File: src/rtl/rename_pkg.sv
// rtl/rename_pkg.sv - shared types and sizes for the register-rename stage
package rename_pkg;

   localparam int ARCH_REGS = 32;
   localparam int PHYS_REGS = 64;
   localparam int PTAG_W    = $clog2(PHYS_REGS);
   localparam int AREG_W    = $clog2(ARCH_REGS);
   localparam int CNT_W     = PTAG_W + 1;

   typedef logic [PTAG_W-1:0] ptag_t;
   typedef logic [AREG_W-1:0] areg_t;
   typedef logic [CNT_W-1:0]  fl_cnt_t;

   typedef struct packed {
      ptag_t psrc1;
      ptag_t psrc2;
      ptag_t pdest;
      ptag_t old_pdest;
   } ren_pkt_t;

   // Tags ARCH_REGS..PHYS_REGS-1 are free out of reset; the rest back the identity RAT.
   localparam fl_cnt_t FL_INIT_COUNT = fl_cnt_t'(PHYS_REGS - ARCH_REGS);
   localparam fl_cnt_t FL_MAX_COUNT  = fl_cnt_t'(PHYS_REGS - 1);
   localparam ptag_t   FL_INIT_TAIL  = ptag_t'(PHYS_REGS - ARCH_REGS);

   // Circular pointer increment; explicit wrap keeps it correct for non-power-of-two depths.
   function automatic ptag_t ptr_next(input ptag_t p);
      if (p == ptag_t'(PHYS_REGS - 1)) begin
         return '0;
      end
      return p + ptag_t'(1);
   endfunction

endpackage

File: src/rtl/rename_stage_if.sv
// rtl/rename_stage_if.sv - dispatch, renamed-packet and retire signals of the rename stage
interface rename_stage_if
   import rename_pkg::*;
();

   logic  dispatch_valid;
   areg_t srcReg1_in;
   areg_t srcReg2_in;
   areg_t destReg_in;
   logic  regWrite_in;
   logic  ren_ready;
   logic  retire_valid;
   ptag_t retire_tag;

   logic  ren_valid;
   ptag_t ren_psrc1;
   ptag_t ren_psrc2;
   ptag_t ren_pdest;
   ptag_t ren_old_pdest;
   logic  rename_stall;

   // The rename stage itself.
   modport slave (
      input  dispatch_valid, srcReg1_in, srcReg2_in, destReg_in, regWrite_in,
      input  ren_ready, retire_valid, retire_tag,
      output ren_valid, ren_psrc1, ren_psrc2, ren_pdest, ren_old_pdest, rename_stall
   );

   // Front end, dispatch and ROB side.
   modport master (
      output dispatch_valid, srcReg1_in, srcReg2_in, destReg_in, regWrite_in,
      output ren_ready, retire_valid, retire_tag,
      input  ren_valid, ren_psrc1, ren_psrc2, ren_pdest, ren_old_pdest, rename_stall
   );

endinterface

File: src/rtl/rename_stage_free_list_fifo.sv
// rtl/rename_stage_free_list_fifo.sv - circular FIFO of free physical tags
module free_list_fifo
   import rename_pkg::*;
(
   input  logic    clk,
   input  logic    rstn,
   input  logic    i_push,
   input  ptag_t   i_push_tag,
   input  logic    i_pop,
   output ptag_t   o_head_tag,
   output fl_cnt_t o_count
);

   ptag_t   r_mem [PHYS_REGS];
   ptag_t   r_head;
   ptag_t   r_tail;
   fl_cnt_t r_count;

   logic w_push;
   logic w_pop;

   // Tag 0 backs x0 and must never re-enter circulation.
   assign w_push = i_push && (i_push_tag != '0);
   // The caller only pops when the registered count is non-zero; the guard keeps pointers sane anyway.
   assign w_pop  = i_pop && (r_count != '0);

   // Storage, pointers and occupancy; reset reloads the ascending tag sequence.
   always_ff @(posedge clk) begin
      if (!rstn) begin
         for (int i = 0; i < PHYS_REGS; i++) begin
            r_mem[i] <= (i < PHYS_REGS - ARCH_REGS) ? ptag_t'(ARCH_REGS + i) : '0;
         end
         r_head  <= '0;
         r_tail  <= FL_INIT_TAIL;
         r_count <= FL_INIT_COUNT;
      end else begin
         if (w_push) begin
            r_mem[r_tail] <= i_push_tag;
            r_tail        <= ptr_next(r_tail);
         end
         if (w_pop) begin
            r_head <= ptr_next(r_head);
         end
         case ({w_push, w_pop})
            2'b10:   r_count <= r_count + fl_cnt_t'(1);
            2'b01:   r_count <= r_count - fl_cnt_t'(1);
            default: r_count <= r_count;
         endcase
      end
   end

   // Head is read straight from storage; a same-cycle push lands at the tail and is never bypassed.
   assign o_head_tag = r_mem[r_head];
   assign o_count    = r_count;

   // A push into a list already holding PHYS_REGS-1 tags means the ROB returned a tag twice.
   a_no_overflow: assert property (@(posedge clk) disable iff (!rstn)
      !(w_push && (r_count == FL_MAX_COUNT)));

   // The rename stage must stall rather than pop an empty list.
   a_no_underflow: assert property (@(posedge clk) disable iff (!rstn)
      !(i_pop && (r_count == '0)));

endmodule

File: src/rtl/rename_stage.sv
// rtl/rename_stage.sv - RAT lookup, tag allocation and registered renamed packet
module rename_stage
   import rename_pkg::*;
(
   input  logic          clk,
   input  logic          rstn,
   rename_stage_if.slave bus
);

   ptag_t    r_rat [ARCH_REGS];
   logic     r_valid;
   ren_pkt_t r_pkt;

   logic     w_need;
   logic     w_hold;
   logic     w_stall;
   logic     w_acc;
   logic     w_alloc;
   ptag_t    w_head_tag;
   fl_cnt_t  w_fl_count;
   ptag_t    w_psrc1;
   ptag_t    w_psrc2;
   ren_pkt_t w_next_pkt;

   // x0 is never renamed, so only writes to a real register consume a tag.
   assign w_need  = bus.regWrite_in && (bus.destReg_in != '0);
   // Downstream has not taken the packet we are already presenting.
   assign w_hold  = r_valid && !bus.ren_ready;
   // Uses the count registered at cycle start, so a same-cycle retire cannot rescue an empty list.
   assign w_stall = bus.dispatch_valid && ((w_need && (w_fl_count == '0)) || w_hold);
   assign w_acc   = bus.dispatch_valid && !w_stall;
   assign w_alloc = w_acc && w_need;

   // Source lookups see the RAT as it stood before this cycle's update.
   assign w_psrc1 = (bus.srcReg1_in == '0) ? '0 : r_rat[bus.srcReg1_in];
   assign w_psrc2 = (bus.srcReg2_in == '0) ? '0 : r_rat[bus.srcReg2_in];

   free_list_fifo u_free_list (
      .clk        (clk),
      .rstn       (rstn),
      .i_push     (bus.retire_valid),
      .i_push_tag (bus.retire_tag),
      .i_pop      (w_alloc),
      .o_head_tag (w_head_tag),
      .o_count    (w_fl_count)
   );

   // Assemble the packet that will be registered if this instruction is accepted.
   always_comb begin
      w_next_pkt           = '0;
      w_next_pkt.psrc1     = w_psrc1;
      w_next_pkt.psrc2     = w_psrc2;
      if (w_need) begin
         w_next_pkt.pdest     = w_head_tag;
         w_next_pkt.old_pdest = r_rat[bus.destReg_in];
      end
   end

   // RAT: identity after reset; an allocating accept remaps rd to the popped tag.
   always_ff @(posedge clk) begin
      if (!rstn) begin
         for (int i = 0; i < ARCH_REGS; i++) begin
            r_rat[i] <= ptag_t'(i);
         end
      end else if (w_alloc) begin
         r_rat[bus.destReg_in] <= w_head_tag;
      end
   end

   // Output register: load on accept, drop valid once drained, hold everything while back-pressured.
   always_ff @(posedge clk) begin
      if (!rstn) begin
         r_valid <= 1'b0;
         r_pkt   <= '0;
      end else if (w_acc) begin
         r_valid <= 1'b1;
         r_pkt   <= w_next_pkt;
      end else if (bus.ren_ready) begin
         r_valid <= 1'b0;
      end
   end

   assign bus.ren_valid     = r_valid;
   assign bus.ren_psrc1     = r_pkt.psrc1;
   assign bus.ren_psrc2     = r_pkt.psrc2;
   assign bus.ren_pdest     = r_pkt.pdest;
   assign bus.ren_old_pdest = r_pkt.old_pdest;
   assign bus.rename_stall  = w_stall;

endmodule
File: src/flat_wrapper.sv
// flat-port wrapper written by rule: the top's interface ports become plain ports
module rename_stage_flat import rename_pkg::*;
  (clk, rstn, bus_dispatch_valid, bus_srcReg1_in, bus_srcReg2_in, bus_destReg_in, bus_regWrite_in, bus_ren_ready, bus_retire_valid, bus_retire_tag, bus_ren_valid, bus_ren_psrc1, bus_ren_psrc2, bus_ren_pdest, bus_ren_old_pdest, bus_rename_stall);
  rename_stage_if bus_i ();
  input  logic clk;
  input  logic rstn;
  input wire logic [$bits(bus_i.dispatch_valid)-1:0] bus_dispatch_valid;
  input wire logic [$bits(bus_i.srcReg1_in)-1:0] bus_srcReg1_in;
  input wire logic [$bits(bus_i.srcReg2_in)-1:0] bus_srcReg2_in;
  input wire logic [$bits(bus_i.destReg_in)-1:0] bus_destReg_in;
  input wire logic [$bits(bus_i.regWrite_in)-1:0] bus_regWrite_in;
  input wire logic [$bits(bus_i.ren_ready)-1:0] bus_ren_ready;
  input wire logic [$bits(bus_i.retire_valid)-1:0] bus_retire_valid;
  input wire logic [$bits(bus_i.retire_tag)-1:0] bus_retire_tag;
  output wire logic [$bits(bus_i.ren_valid)-1:0] bus_ren_valid;
  output wire logic [$bits(bus_i.ren_psrc1)-1:0] bus_ren_psrc1;
  output wire logic [$bits(bus_i.ren_psrc2)-1:0] bus_ren_psrc2;
  output wire logic [$bits(bus_i.ren_pdest)-1:0] bus_ren_pdest;
  output wire logic [$bits(bus_i.ren_old_pdest)-1:0] bus_ren_old_pdest;
  output wire logic [$bits(bus_i.rename_stall)-1:0] bus_rename_stall;
  assign bus_i.dispatch_valid = bus_dispatch_valid;
  assign bus_i.srcReg1_in = bus_srcReg1_in;
  assign bus_i.srcReg2_in = bus_srcReg2_in;
  assign bus_i.destReg_in = bus_destReg_in;
  assign bus_i.regWrite_in = bus_regWrite_in;
  assign bus_i.ren_ready = bus_ren_ready;
  assign bus_i.retire_valid = bus_retire_valid;
  assign bus_i.retire_tag = bus_retire_tag;
  assign bus_ren_valid = bus_i.ren_valid;
  assign bus_ren_psrc1 = bus_i.ren_psrc1;
  assign bus_ren_psrc2 = bus_i.ren_psrc2;
  assign bus_ren_pdest = bus_i.ren_pdest;
  assign bus_ren_old_pdest = bus_i.ren_old_pdest;
  assign bus_rename_stall = bus_i.rename_stall;
  rename_stage u_core (.clk(clk), .rstn(rstn), .bus(bus_i));
endmodule
File: config.mk
export PLATFORM = sky130hd
export DESIGN_NAME = rename_stage_flat
export DESIGN_NICKNAME = d
export VERILOG_FILES = /design/src/rtl/rename_pkg.sv /design/src/rtl/rename_stage_if.sv /design/src/rtl/rename_stage_free_list_fifo.sv /design/src/rtl/rename_stage.sv /design/src/flat_wrapper.sv
export SDC_FILE = /design/constraint.sdc
export NUM_CORES = 1
export LEC_CHECK = 0
export CELL_PAD_IN_SITES_DETAIL_PLACEMENT = 1
export CELL_PAD_IN_SITES_GLOBAL_PLACEMENT = 2
export CORE_ASPECT_RATIO = 1.5
export CORE_MARGIN = 2
export CORE_UTILIZATION = 45
export DETAILED_ROUTE_END_ITERATION = 16
export HOLD_SLACK_MARGIN = 0.05
export PLACE_DENSITY_LB_ADDON = 0.15
export SYNTH_ARGS = -nofsm -noshare
export SYNTH_HDL_FRONTEND = slang
export SYNTH_SLANG_ARGS = --single-unit
File: constraint.sdc
create_clock -name clk -period 9.4 [get_ports clk]
set_input_delay 1.88 -clock clk [delete_from_list [all_inputs] [get_ports clk]]
set_output_delay 1.88 -clock clk [all_outputs]
set_load 0.01 [all_outputs]
## Yosys cells after proc, flatten, opt, wreduce, memory -nomap -nowiden

Memory sizes are Yosys's and may differ from the RTL's. A register that Yosys moved wholly into a read port is not among the register bits.
Index checks and enable logic that the tools add are counted.

- Register bits: 44
- RAM bits: 576
- Bits of input ports: 27
- Output and inout bits: 26
- Logic and storage cells: 70
- Memories kept: 2

Memories:

| name | depth | width | rd ports | clocked after memory_dff | write ports | line | RTL |
|---|---|---|---|---|---|---|---|
| u_core.u_free_list.r_mem | 64 | 6 | 1 | 1 | 64 | rename_stage_free_list_fifo.sv:14 | `ptag_t r_mem [PHYS_REGS];` |
| u_core.r_rat | 32 | 6 | 3 | 0 | 32 | rename_stage.sv:10 | `ptag_t r_rat [ARCH_REGS];` |

- Add/subtract/negate cells: 4
- Equal/unequal tests: 4
- Multiplexer cells: 31
- Reduce and logical (&&, ||, !) cells: 21

Operator list:

| kind | number |
|---|---|
| 6-bit 2-to-1 mux | 11 |
| 1-bit 2-to-1 mux | 17 |
| 7-bit one-hot mux with 2 select lines | 1 |
| 6-bit by 1-bit adder with 6-bit output, second input constant | 2 |
| 6-bit equality test, second input constant | 2 |
| 12-bit 2-to-1 mux | 1 |
| 6-bit OR reduction | 2 |
| 5-bit logical NOT | 2 |
| 1-bit logical AND | 8 |
| 7-bit by 1-bit adder with 7-bit output, second input constant | 1 |
| 7-bit logical NOT | 1 |
| 7-bit nonzero test | 1 |
| 7-bit by 1-bit subtractor with 7-bit output, second input constant | 1 |
| 6-bit nonzero test | 1 |
| 5-bit 2-to-1 mux | 1 |
| 5-bit nonzero test | 1 |
| 2-bit nonzero test | 2 |
| 2-bit by 1-bit equality test with 1-bit output, second input constant | 1 |
| 2-bit equality test, second input constant | 1 |
| 1-bit logical NOT | 2 |
| 1-bit logical OR | 1 |

## Depth between registers and ports, before layout

- Depth after elaboration: 14
- Mapped depth: 13
- Gate-level depth less buffers: 13

## Cells and area by module

Synthesis repeated with hierarchy kept, for this count alone.

- Cells, all modules: 2441
- Area total of the unflattened synthesis: 32107.0 µm²

Modules (own cells, without submodules):

| module | times used | cells an instance | area an instance (µm²) | seq. area each (µm²) |
|---|---|---|---|---|
| free_list_fifo | 1 | 1455 | 19391.1 | 12031.5 |
| rename_stage | 1 | 986 | 12715.9 | 6266.0 |

## Worst setup path after synthesis

Ideal clock, no wire load.

- Path kind: input -> output
- From: input bus_destReg_in[2]
- To: output bus_rename_stall
- Arrival: 2.944 ns
- Data required time: 7.520 ns
- Setup slack: 4.576 ns
- Stages: 4
- Buffers on the path: 1
- Cell sequence: buf_2 -> or3_1 -> o2111ai_1 -> a21boi_0

- Longest elaborated chain between the ends: 5

Ends and longest elaborated chain:

| item | line | RTL |
|---|---|---|
| from (decl) | flat_wrapper.sv:10 | `input wire logic [$bits(bus_i.destReg_in)-1:0] bus_destReg_in;` |
| 5-bit nonzero test | rename_stage.sv:26 | `assign w_need = bus.regWrite_in && (bus.destReg_in != '0);` |
| 1-bit logical AND | rename_stage.sv:26 |  |
| 1-bit logical AND | rename_stage.sv:30 | `assign w_stall = bus.dispatch_valid && ((w_need && (w_fl_count == '0)) \|\| w_hold);` |
| 1-bit logical OR | rename_stage.sv:30 |  |
| 1-bit logical AND | rename_stage.sv:30 |  |
| to (decl) | flat_wrapper.sv:20 | `output wire logic [$bits(bus_i.rename_stall)-1:0] bus_rename_stall;` |

Every way passes these cells.

## Final worst setup path

- From: input bus_destReg_in[3]
- To: output bus_rename_stall

Same word-level chain as after synthesis.

==> flow_summary.json <==
{
  "setup_tns_ns": 0,
  "status": "finished, final reports clean",
  "clock_sinks": 626,
  "synth.most_common_cell": "edfxtp_1",
  "synth_cell_types": 63,
  "antenna_found_initial": 1,
  "wirelength_um": 102000,
  "place_hpwl_um": 70190,
  "skew_ns": 0.02806,
  "r2r_setup_slack_ns": 5.32,
  "synth_area_mm2": 0.03163,
  "root_buffer": "clkbuf_16",
  "postCtsResizedCells": 0,
  "area_growth_syn_to_layout_pct": 9.382,
  "worstPathRequired_ns": 7.52,
  "post-route-util": 0.4955,
  "finalHoldViolCount": 0,
  "die_w_um": 220.5,
  "drt_pass1_iterations": 5,
  "hold_depth": 2,
  "pre_cts_slack_ns": 3.216,
  "hold_end": "u_core.bus.ren_pdest[5]",
  "io_buffers": 52,
  "crit_path_start_kind": "primary input",
  "ys_warn_count": 0,
  "cts_hold_buf": 0,
  "yosysTopAreaCell": "edfxtp_1",
  "rsz0062_at_grt": "false",
  "drc": 0,
  "hold_start": "u_core.bus.ren_pdest[5]",
  "post_cts.repair.setup_buffers": 0,
  "synth_area_leaders": "edfxtp_1, mux4_2, dfxtp_1",
  "path_clk_slew_ns": 0.06,
  "diodes": 0,
  "drv_slew": 0,
  "synth-seq-area-share": 0.5784,
  "powerDensity_mw_per_mm2": 180.7,
  "synth_top_area_frac": 0.5468,
  "worstPathMaxFanout": 19,
  "multiInputGateArea_mm2": 0.01225,
  "seqCellArea_mm2": 0.01831,
  "criticalPathCategory": "in -> out",
  "final.period_utilization": 0.6592,
  "grt-ovfl-total": 0,
  "critPathArrivalTime_ns": 4.32,
  "coreArea_mm2": 0.06983,
  "drt-initial-drc-count": 1578,
  "htreeDepth": 2,
  "power_leakage_nw": 10.39,
  "yosys-top-cells-count": "edfxtp_1, nor2_1, nand2_1",
  "drtAntennaViolNets": 0,
  "grt_pass1_vias": 21810,
  "clock_latency_ns": 0.65,
  "cts_buffers": 61,
  "grt_pass1_wl_um": 150700,
  "gr-usage-all-layers": 0.2888,
  "routed_via_density": 6.257,
  "nNetsFinal": 2359,
  "min_period_ns": 6.196,
  "synth-seq-cells": 626,
  "clockBufferDepth": 3,
  "tightest_slew_ns": 1.193,
  "fin_ws_ns": 3.204,
  "finalSetupViolations": 0,
  "vias": 20510,
  "regToRegEndpoint": "u_core.r_rat[24][3]",
  "gp_congestion": 0.9493,
  "fp.dieH_um": 328.7,
  "initial_core_util": 0.4530,
  "synth-async-reset-ratio": 0,
  "holdCritPathClass": "reg -> reg",
  "max_freq_ghz": 0.1614,
  "ys.flop_type": "edfxtp_1",
  "syn_avg_cell_area_um2": 13.27,
  "drive_above_1_share": 0.1759,
  "dieArea_mm2": 0.07248,
  "syn_inst": 2383,
  "io_pins": 53,
  "fillers": 6933,
  "cts_tree": "done",
  "row_count": 119,
  "maxCapViolCount": 0,
  "synth_edf_count": 576,
  "peakVddDrop_mv": 0.1528,
  "post_drt_wl_per_cell_um": 31.11,
  "reg2regPathDepth": 8,
  "slew_headroom": 0.1960,
  "crit_path_end_kind": "primary output",
  "grt_start_max_net_pins": 62
}
## logic make-up after synthesis
| group | Yosys count | synth area share |
|---|---|---|
| compound gates | 250 | 0.05351 |
| xor+xnor | 9 | 0.002492 |
| fa+ha+maj | 9 | 0.003797 |
| buf+inv | 246 | 0.03619 |
| flops | 626 | 0.5784 |
| mux | 312 | 0.1846 |
| other cells | 1 | 0.0001185 |
| simple gates | 930 | 0.1408 |
## sequential cells by signal, summed over array words and instances, names as in the netlist, 6 cells and up, named ones only
register                    cells
u_core.bus.ren_psrc1            6
u_core.u_free_list.r_tail       6
u_core.u_free_list.r_mem      384
u_core.u_free_list.o_count      7
u_core.r_rat                  192
u_core.u_free_list.r_head       6
u_core.bus.ren_old_pdest        6
u_core.bus.ren_pdest            6
u_core.bus.ren_psrc2            6
## worst max-delay path, stage by stage
cell             delay (ns)
clkdlybuf4s50_1        0.79
or3_1                  0.58
o2111ai_1              0.40
a21boi_0               0.16
clkdlybuf4s50_1        0.50
## cell type report
class	instances	share of cell area
clock buffers	83	0.04842
clock inverters	28	0.009402
inverters	18	0.001953
multi-input cells	1516	0.3540
flip-flops and latches	626	0.5291
well taps	907	0.03280
repair buffers	100	0.02430
## per-stage QoR
stage	hold slack (ns)	instance area, um2	power (mW)	std cells
floorplan	0.4595	31650	3.565	2388
global placement	0.4414	32600	3.790	3167
detailed placement	0.4461	32600	3.803	3167
CTS	0.4600	34600	6.295	3278
global route	0.4959	34600	6.428	3278
finish	0.4552	34600	6.254	3278
## where the power goes
part           internal, mW  switching, mW
sequential             3.11         0.0518
combinational         0.201          0.381
clock                  1.43           1.08
total                  4.74           1.51
## routing by layer
layer | track usage | share of wire
met1 | 0.3263 | 0.36
met3 | 0.03467 | 0.044
met2 | 0.5246 | 0.54
met4 | 0.1596 | 0.063
met5 | 0 | 0.000088
## placed cells by master (no fill, tap or decap), drive strengths merged, types with 37 or more instances in the layout
cell type,instances
nand2,233
nor3,148
mux2i,84
clkdlybuf4s50,42
or3,59
a21oi,37
edfxtp,576
nand3,38
nor2,237
and2,134
dfxtp,50
a22oi,46
mux4,216
o21ai,77
clkbuf,83
buf,58
## worst max path at each step
stage                            from                            end  slack, ns  cells after the start
finish              bus_destReg_in[3]               bus_rename_stall       3.20                      5
global route        bus_destReg_in[3]               bus_rename_stall       3.01                      5
CTS                 bus_destReg_in[3]               bus_rename_stall       3.27                      5
detailed placement  bus_destReg_in[3]  u_core.u_free_list.o_count[6]       3.22                     12
global placement    bus_destReg_in[3]               bus_rename_stall       3.33                      5
floorplan           bus_destReg_in[2]               bus_rename_stall       4.58                      4
Power figures use the tool's default switching activity.
